<file path="src/rtl/qpsk_modulator_if.sv">
// Bit-stream input handshake and DAC sample output of the QPSK modulator.
// The master side supplies bits and consumes samples; the slave side is the modulator.
interface qpsk_modulator_if;
    logic       bit_in;
    logic       bit_valid;
    logic       bit_ready;
    logic [7:0] wav_out;
    logic       wav_stb;

    modport master (
        output bit_in,
        output bit_valid,
        input  bit_ready,
        input  wav_out,
        input  wav_stb
    );

    modport slave (
        input  bit_in,
        input  bit_valid,
        output bit_ready,
        output wav_out,
        output wav_stb
    );
endinterface

</file>
<file path="src/rtl/qpsk_modulator.sv">
// QPSK baseband modulator: preamble of phase-0 sine symbols, one silent gap
// symbol, then a fixed number of payload symbols built from serial bit pairs.
// Each symbol is 32 samples of an offset sine; one sample per CLK_DIV clocks.
module qpsk_modulator #(
    parameter int CLK_DIV       = 4,
    parameter int PREAMBLE_SYMS = 8,
    parameter int PAYLOAD_SYMS  = 64
) (
    input  logic                clk,
    input  logic                rst,
    input  logic                start,
    qpsk_modulator_if.slave     bus,
    output logic                busy,
    output logic                underrun
);

    localparam int DIV_W   = $clog2(CLK_DIV + 1);
    localparam int SYM_MAX = (PREAMBLE_SYMS > PAYLOAD_SYMS) ? PREAMBLE_SYMS : PAYLOAD_SYMS;
    localparam int SYM_W   = $clog2(SYM_MAX + 1);
    localparam int FET_W   = $clog2(PAYLOAD_SYMS + 1);
    localparam logic [7:0] MID_LEVEL = 8'h40;

    typedef enum logic [1:0] {
        S_IDLE,
        S_PREAMBLE,
        S_GAP,
        S_PAYLOAD
    } state_t;

    // One period of round(64 + 64*sin(2*pi*n/32)).
    function automatic logic [7:0] sine_lut(input logic [4:0] idx);
        logic [7:0] v;
        case (idx)
            5'd0:  v = 8'd64;   5'd1:  v = 8'd76;   5'd2:  v = 8'd88;   5'd3:  v = 8'd100;
            5'd4:  v = 8'd109;  5'd5:  v = 8'd117;  5'd6:  v = 8'd123;  5'd7:  v = 8'd127;
            5'd8:  v = 8'd128;  5'd9:  v = 8'd127;  5'd10: v = 8'd123;  5'd11: v = 8'd117;
            5'd12: v = 8'd109;  5'd13: v = 8'd100;  5'd14: v = 8'd88;   5'd15: v = 8'd76;
            5'd16: v = 8'd64;   5'd17: v = 8'd52;   5'd18: v = 8'd40;   5'd19: v = 8'd28;
            5'd20: v = 8'd19;   5'd21: v = 8'd11;   5'd22: v = 8'd5;    5'd23: v = 8'd1;
            5'd24: v = 8'd0;    5'd25: v = 8'd1;    5'd26: v = 8'd5;    5'd27: v = 8'd11;
            5'd28: v = 8'd19;   5'd29: v = 8'd28;   5'd30: v = 8'd40;   default: v = 8'd52;
        endcase
        return v;
    endfunction

    // Gray-style mapping so adjacent phases differ in one bit.
    function automatic logic [4:0] sym_phase(input logic [1:0] sym);
        logic [4:0] q;
        case (sym)
            2'b00:   q = 5'd0;
            2'b01:   q = 5'd8;
            2'b11:   q = 5'd16;
            default: q = 5'd24;
        endcase
        return q;
    endfunction

    state_t             state_q, state_d;
    logic [DIV_W-1:0]   div_q, div_d;
    logic [4:0]         n_q, n_d;
    logic [SYM_W-1:0]   sym_q, sym_d;
    logic [FET_W-1:0]   fetched_q, fetched_d;
    logic [4:0]         phase_q, phase_d;
    logic               silent_q, silent_d;
    logic [1:0]         bits_q, bits_d;
    logic [1:0]         cnt_q, cnt_d;
    logic               pend_q, pend_d;
    logic               busy_q, busy_d;
    logic               underrun_q, underrun_d;
    logic [7:0]         wav_out_q, wav_out_d;
    logic               wav_stb_q, wav_stb_d;

    logic               tick;
    logic               ready;
    logic               accept;
    logic               take;
    logic [4:0]         lut_idx;

    assign tick    = (div_q == DIV_W'(CLK_DIV - 1));
    assign ready   = ((state_q == S_GAP) || (state_q == S_PAYLOAD)) &&
                     (cnt_q != 2'd2) && (fetched_q < FET_W'(PAYLOAD_SYMS));
    assign accept  = bus.bit_valid && ready;
    assign lut_idx = n_q + phase_q;

    assign bus.bit_ready = ready;
    assign bus.wav_out   = wav_out_q;
    assign bus.wav_stb   = wav_stb_q;
    assign busy          = busy_q;
    assign underrun      = underrun_q;

    // State register: everything returns to idle values on rst.
    always_ff @(posedge clk) begin
        if (rst) begin
            state_q    <= S_IDLE;
            div_q      <= '0;
            n_q        <= '0;
            sym_q      <= '0;
            fetched_q  <= '0;
            phase_q    <= '0;
            silent_q   <= 1'b0;
            bits_q     <= '0;
            cnt_q      <= '0;
            pend_q     <= 1'b0;
            busy_q     <= 1'b0;
            underrun_q <= 1'b0;
            wav_out_q  <= MID_LEVEL;
            wav_stb_q  <= 1'b0;
        end else begin
            state_q    <= state_d;
            div_q      <= div_d;
            n_q        <= n_d;
            sym_q      <= sym_d;
            fetched_q  <= fetched_d;
            phase_q    <= phase_d;
            silent_q   <= silent_d;
            bits_q     <= bits_d;
            cnt_q      <= cnt_d;
            pend_q     <= pend_d;
            busy_q     <= busy_d;
            underrun_q <= underrun_d;
            wav_out_q  <= wav_out_d;
            wav_stb_q  <= wav_stb_d;
        end
    end

    // Next state: frame sequencing on sample ticks, start capture, bit buffer.
    always_comb begin
        div_d      = tick ? '0 : div_q + 1'b1;
        state_d    = state_q;
        n_d        = n_q;
        sym_d      = sym_q;
        fetched_d  = fetched_q;
        phase_d    = phase_q;
        silent_d   = silent_q;
        bits_d     = bits_q;
        cnt_d      = cnt_q;
        pend_d     = pend_q;
        busy_d     = busy_q;
        underrun_d = underrun_q;
        wav_out_d  = wav_out_q;
        wav_stb_d  = tick;
        take       = 1'b0;

        if (tick) begin
            case (state_q)
                S_IDLE: begin
                    if (pend_q) begin
                        // The pending request turns this strobe into preamble sample 0.
                        wav_out_d = sine_lut(5'd0);
                        n_d       = 5'd1;
                        sym_d     = '0;
                        phase_d   = '0;
                        silent_d  = 1'b0;
                        pend_d    = 1'b0;
                        state_d   = S_PREAMBLE;
                    end else begin
                        wav_out_d = MID_LEVEL;
                        busy_d    = 1'b0;
                    end
                end
                S_PREAMBLE: begin
                    wav_out_d = sine_lut(n_q);
                    n_d       = n_q + 5'd1;
                    if (n_q == 5'd31) begin
                        if (sym_q == SYM_W'(PREAMBLE_SYMS - 1)) begin
                            sym_d   = '0;
                            state_d = S_GAP;
                        end else begin
                            sym_d = sym_q + 1'b1;
                        end
                    end
                end
                S_GAP: begin
                    wav_out_d = MID_LEVEL;
                    n_d       = n_q + 5'd1;
                    if (n_q == 5'd31) begin
                        sym_d   = '0;
                        state_d = S_PAYLOAD;
                    end
                end
                default: begin
                    if (n_q == 5'd0) begin
                        // Symbol boundary: only a complete pair already held counts.
                        if (cnt_q == 2'd2) begin
                            phase_d   = sym_phase(bits_q);
                            silent_d  = 1'b0;
                            wav_out_d = sine_lut(sym_phase(bits_q));
                            fetched_d = fetched_q + 1'b1;
                            take      = 1'b1;
                        end else begin
                            silent_d   = 1'b1;
                            underrun_d = 1'b1;
                            wav_out_d  = MID_LEVEL;
                        end
                    end else begin
                        wav_out_d = silent_q ? MID_LEVEL : sine_lut(lut_idx);
                    end
                    n_d = n_q + 5'd1;
                    if (n_q == 5'd31) begin
                        if (sym_q == SYM_W'(PAYLOAD_SYMS - 1)) begin
                            sym_d   = '0;
                            state_d = S_IDLE;
                        end else begin
                            sym_d = sym_q + 1'b1;
                        end
                    end
                end
            endcase
        end

        // A start is honoured only when fully idle and nothing is already pending.
        if (start && (state_q == S_IDLE) && !busy_q && !pend_q) begin
            pend_d     = 1'b1;
            busy_d     = 1'b1;
            underrun_d = 1'b0;
            fetched_d  = '0;
            bits_d     = '0;
            cnt_d      = '0;
        end

        // A pair consumed at a boundary leaves the buffer before any new bit lands.
        if (take) begin
            bits_d = '0;
            cnt_d  = '0;
        end
        if (accept) begin
            if (cnt_d == 2'd0) begin
                bits_d[1] = bus.bit_in;
                cnt_d     = 2'd1;
            end else begin
                bits_d[0] = bus.bit_in;
                cnt_d     = 2'd2;
            end
        end
    end

endmodule

</file>
<file path="src/flat_wrapper.sv">
// flat-port wrapper written by rule: the top's interface ports become plain ports
module qpsk_modulator_flat 
#(
    parameter int CLK_DIV       = 4,
    parameter int PREAMBLE_SYMS = 8,
    parameter int PAYLOAD_SYMS  = 64
)
  (clk, rst, start, busy, underrun, bus_bit_in, bus_bit_valid, bus_bit_ready, bus_wav_out, bus_wav_stb);
  qpsk_modulator_if bus_i ();
  input  logic clk;
  input  logic rst;
  input  logic start;
  output logic busy;
  output logic underrun;
  input wire logic [$bits(bus_i.bit_in)-1:0] bus_bit_in;
  input wire logic [$bits(bus_i.bit_valid)-1:0] bus_bit_valid;
  output wire logic [$bits(bus_i.bit_ready)-1:0] bus_bit_ready;
  output wire logic [$bits(bus_i.wav_out)-1:0] bus_wav_out;
  output wire logic [$bits(bus_i.wav_stb)-1:0] bus_wav_stb;
  assign bus_i.bit_in = bus_bit_in;
  assign bus_i.bit_valid = bus_bit_valid;
  assign bus_bit_ready = bus_i.bit_ready;
  assign bus_wav_out = bus_i.wav_out;
  assign bus_wav_stb = bus_i.wav_stb;
  qpsk_modulator #(.CLK_DIV(CLK_DIV), .PREAMBLE_SYMS(PREAMBLE_SYMS), .PAYLOAD_SYMS(PAYLOAD_SYMS)) u_core (.clk(clk), .rst(rst), .start(start), .bus(bus_i), .busy(busy), .underrun(underrun));
endmodule
</file>
<file path="config.mk">
export PLATFORM = sky130hd
export DESIGN_NAME = qpsk_modulator_flat
export DESIGN_NICKNAME = d
export VERILOG_FILES = /design/src/rtl/qpsk_modulator_if.sv /design/src/rtl/qpsk_modulator.sv /design/src/flat_wrapper.sv
export SDC_FILE = /design/constraint.sdc
export NUM_CORES = 1
export LEC_CHECK = 0
export BUFFER_PORTS_ARGS = -buffer_cell sky130_fd_sc_hd__buf_2
export CORE_AREA = 2 2 92 94
export CTS_BUF_LIST = sky130_fd_sc_hd__clkbuf_4
export DETAILED_ROUTE_END_ITERATION = 10
export DIE_AREA = 0 0 94 96
export REMOVE_ABC_BUFFERS = 1
export SLEW_MARGIN = 20
export SYNTH_ARGS = -nofsm -noshare
export SYNTH_HDL_FRONTEND = slang
export SYNTH_SLANG_ARGS = --single-unit
</file>
<file path="constraint.sdc">
create_clock -name clk -period 2.9 [get_ports clk]
set_input_delay 0.87 -clock clk [delete_from_list [all_inputs] [get_ports clk]]
set_output_delay 0.87 -clock clk [all_outputs]
set_load 0.1 [all_outputs]
</file>
==> results.toml <==
[logic_synthesis]
synth_warnings = 0
synthCells = 385
yosys.area_share.simple_pct = 22.8
yosysTopAreaCell = "dfxtp_1"
synth_compound_area_share_pct = 19.9
synthFlopType = "dfxtp_1"
synthMuxAreaShare_pct = 4.24
async_flop_share_pct = 0
synth_top_family_by_area = "simple AND/OR/NAND/NOR gates"
syn_avg_cell_area_um2 = 8.20
synthAdderAreaFrac_pct = 11.1
synth-xor-area-share_pct = 4.32
ys_seq_area_share_pct = 32.4
synth_edf_count = 0
synth.area.top_cells = "dfxtp_1 32%, ha_1 11%, a21oi_1 5.4%"
synth_top_area_share_pct = 32.4
synth_area_um2 = 3160
synth_cell_types = 61
ys_ff_latch = 51

[place]
port_buffers = 16
dp_cells = 499
gp_congestion = 0.895
place_area_um2 = 3390
dp_hpwl_mm = 5.51

[routing]
dr.pass1.iters = 5
viasPerCell = 5.39
drtIter0Drc = 140
drtAntennaViolNets = 0
vias = 2733
finalWirelength_mm = 7.36
drcViolationCount = 0
wl_per_cell_um = 14.5

[final_layout]
antenna_cells = 0
fin_cells = 507
fin_area_um2 = 3460
nets = 434
drive_above_1_share_pct = 12.2
area_delta_synth_final_pct = 9.67

[critical_path]
crit_path_end_kind = "output port"
start_kind = "flip-flop"
worstPathArrival_ps = 1900
path_class = "reg2out"
worstPathRequired_ps = 2030
crit_fanout = 5

[sta]
rsz0062_at_grt = "false"
max-slew-margin-rel_pct = 54.3
setup_tns_ps = 0
holdWs_ps = 438
period_needed_ps = 2770
setup_viol = 0
max_freq_mhz = 362
period_share_pct = 95.4
hold_viol = 0
finClkSkew_ps = 11.7
final_max_slew_viol_count = 0
worst-slew-pin-transition_ps = 679

[floorplan]
num_rows = 33
die_y_um = 96
die_w_um = 94
coreArea_um2 = 8050
io_pins = 17
start_util_pct = 39.2
dieArea_um2 = 9020

[outcome]
outcome = "finished, final reports clean"

[clock_tree]
cts-root-buf = "clkbuf_4"
clk_pin_slew_worst_paths_ps = 170
cts.sinks = 51
cts_hold_buf = 0
cts_made_buffers = 5
cts.path.max_buffers = 2
cts_tree = "built"
clkLatencyLatePin_ps = 380
htree_levels = 2

[global_routing]
grt_max_degree = 20
grtUsageTotal_pct = 17.1
globalRouteOverflowTotal = 0
antenna_found_initial = 0
grt_pass1_wl_mm = 12.3
grt_pass1_vias = 2499

[pwr]
power.total_mw = 1.28
p_leak_nw = 1.38
powerDensity_nw_per_um2 = 371
irDropWorstVdd_v = 0.000153

[job]
timing.max_cap.violations = 0

[hold_path]
hold_class = "reg2reg"
-- kinds of logic after synthesis --
kind of cell | Yosys count
DFF | 51
xor gates and xnor gates | 14
muxes | 12
buffers and inverters | 42
AOI/OAI and AO/OA | 95
and+or+nand+nor | 143
adders and majority gates | 28
-- area by class of cell --
class                      count  area, um2
fill                         814       4590
multi-input combinational    292       1970
sequential                    51       1020
timing repair buffer          31        195
tap                          105        131
inverter                      20       75.1
clock buffer                   5       37.5
clock inverter                 3       28.8
-- worst max-delay path: stages, from the launching register on --
cell and delay, ps:
dfxtp_1 390, inv_1 120, ha_1 250, nor2_1 60, nor3_1 280, clkbuf_4 400
-- cells in the mapped netlist, drive strengths merged (2+ instances only) --
master   count
o2111ai      2
dfxtp       51
o21ai       18
nor2        44
or4          3
a311o        2
a31oi        3
buf          8
clkbuf      14
inv         20
nand4        2
ha          28
or3          2
xnor2        8
nand3       12
and3         5
nor2b        9
a21oi       34
a211oi       9
nand2b       2
xor2         5
nor3b        2
mux2i       10
or2          3
nor3        15
and4         3
o31ai        2
o22ai        2
o311a        4
nor4b        3
nand2       30
o211ai       6
and2         5
-- metal layers --
| metal | vias up | global-route usage [%] | part of all wire [%] |
|---|---|---|---|
| met3 | 6 | 2.43 | 2.9 |
| met2 | 42 | 27.6 | 46 |
| li1 | 1399 | - | - |
| met1 | 1286 | 23.5 | 50 |
| met5 | - | 0 | 0 |
| met4 | 0 | 5.68 | 1.2 |
-- placed cells by master (no fill, tap or decap), types with 5 or more instances in the layout --
master | Yosys | routed
clkbuf_4 | 0 | 6
buf_2 | 4 | 15
a21oi_1 | 34 | 33
and3_1 | 5 | 5
xnor2_1 | 8 | 8
ha_1 | 28 | 28
buf_4 | 1 | 15
nor3_1 | 15 | 15
nand2_1 | 30 | 30
xor2_1 | 5 | 5
nor2b_1 | 9 | 9
nand3_1 | 12 | 12
nor2_1 | 44 | 44
mux2i_1 | 10 | 10
dfxtp_1 | 51 | 51
inv_1 | 19 | 19
o21ai_0 | 16 | 16
o211ai_1 | 6 | 6
a211oi_1 | 9 | 9
-- final timing paths --
kind                            slack, ps                            from  depth (start not counted)                    endpoint
worst max-delay path                  130  u_core.state_q[0]$_SDFFE_PP0P_                          5               bus_bit_ready
worst min register to register        440      u_core.div_q[0]$_SDFF_PP0_                          1  u_core.div_q[0]$_SDFF_PP0_
worst max register to register        290  u_core.state_q[0]$_SDFFE_PP0P_                         11                   flip-flop
worst min-delay path                  440      u_core.div_q[0]$_SDFF_PP0_                          1  u_core.div_q[0]$_SDFF_PP0_
-- report_power, final --
group          internal (mW)  total (mW)  switching, mW
clock network          0.104       0.371          0.266
registers              0.720       0.731         0.0111
logic                 0.0450       0.182          0.137
-- per-stage QoR --
stage          utilization [%]  setup WS (ps)
5_1_grt                   43.0           8.73
6_report                  43.0            134
4_1_cts                   42.9           41.2
2_1_floorplan                -           -744
3_5_place_dp              42.1            231
3_3_place_gp              42.1            319
-- repair_timing --
| action | 4_1_cts | 5_1_grt |
|---|---|---|
| endpoints found under the setup margin | 0 | 5 |
| gates resized for setup | 0 | 2 |
| buffers inserted | 0 | 0 |
Power figures use the tool's default switching activity.
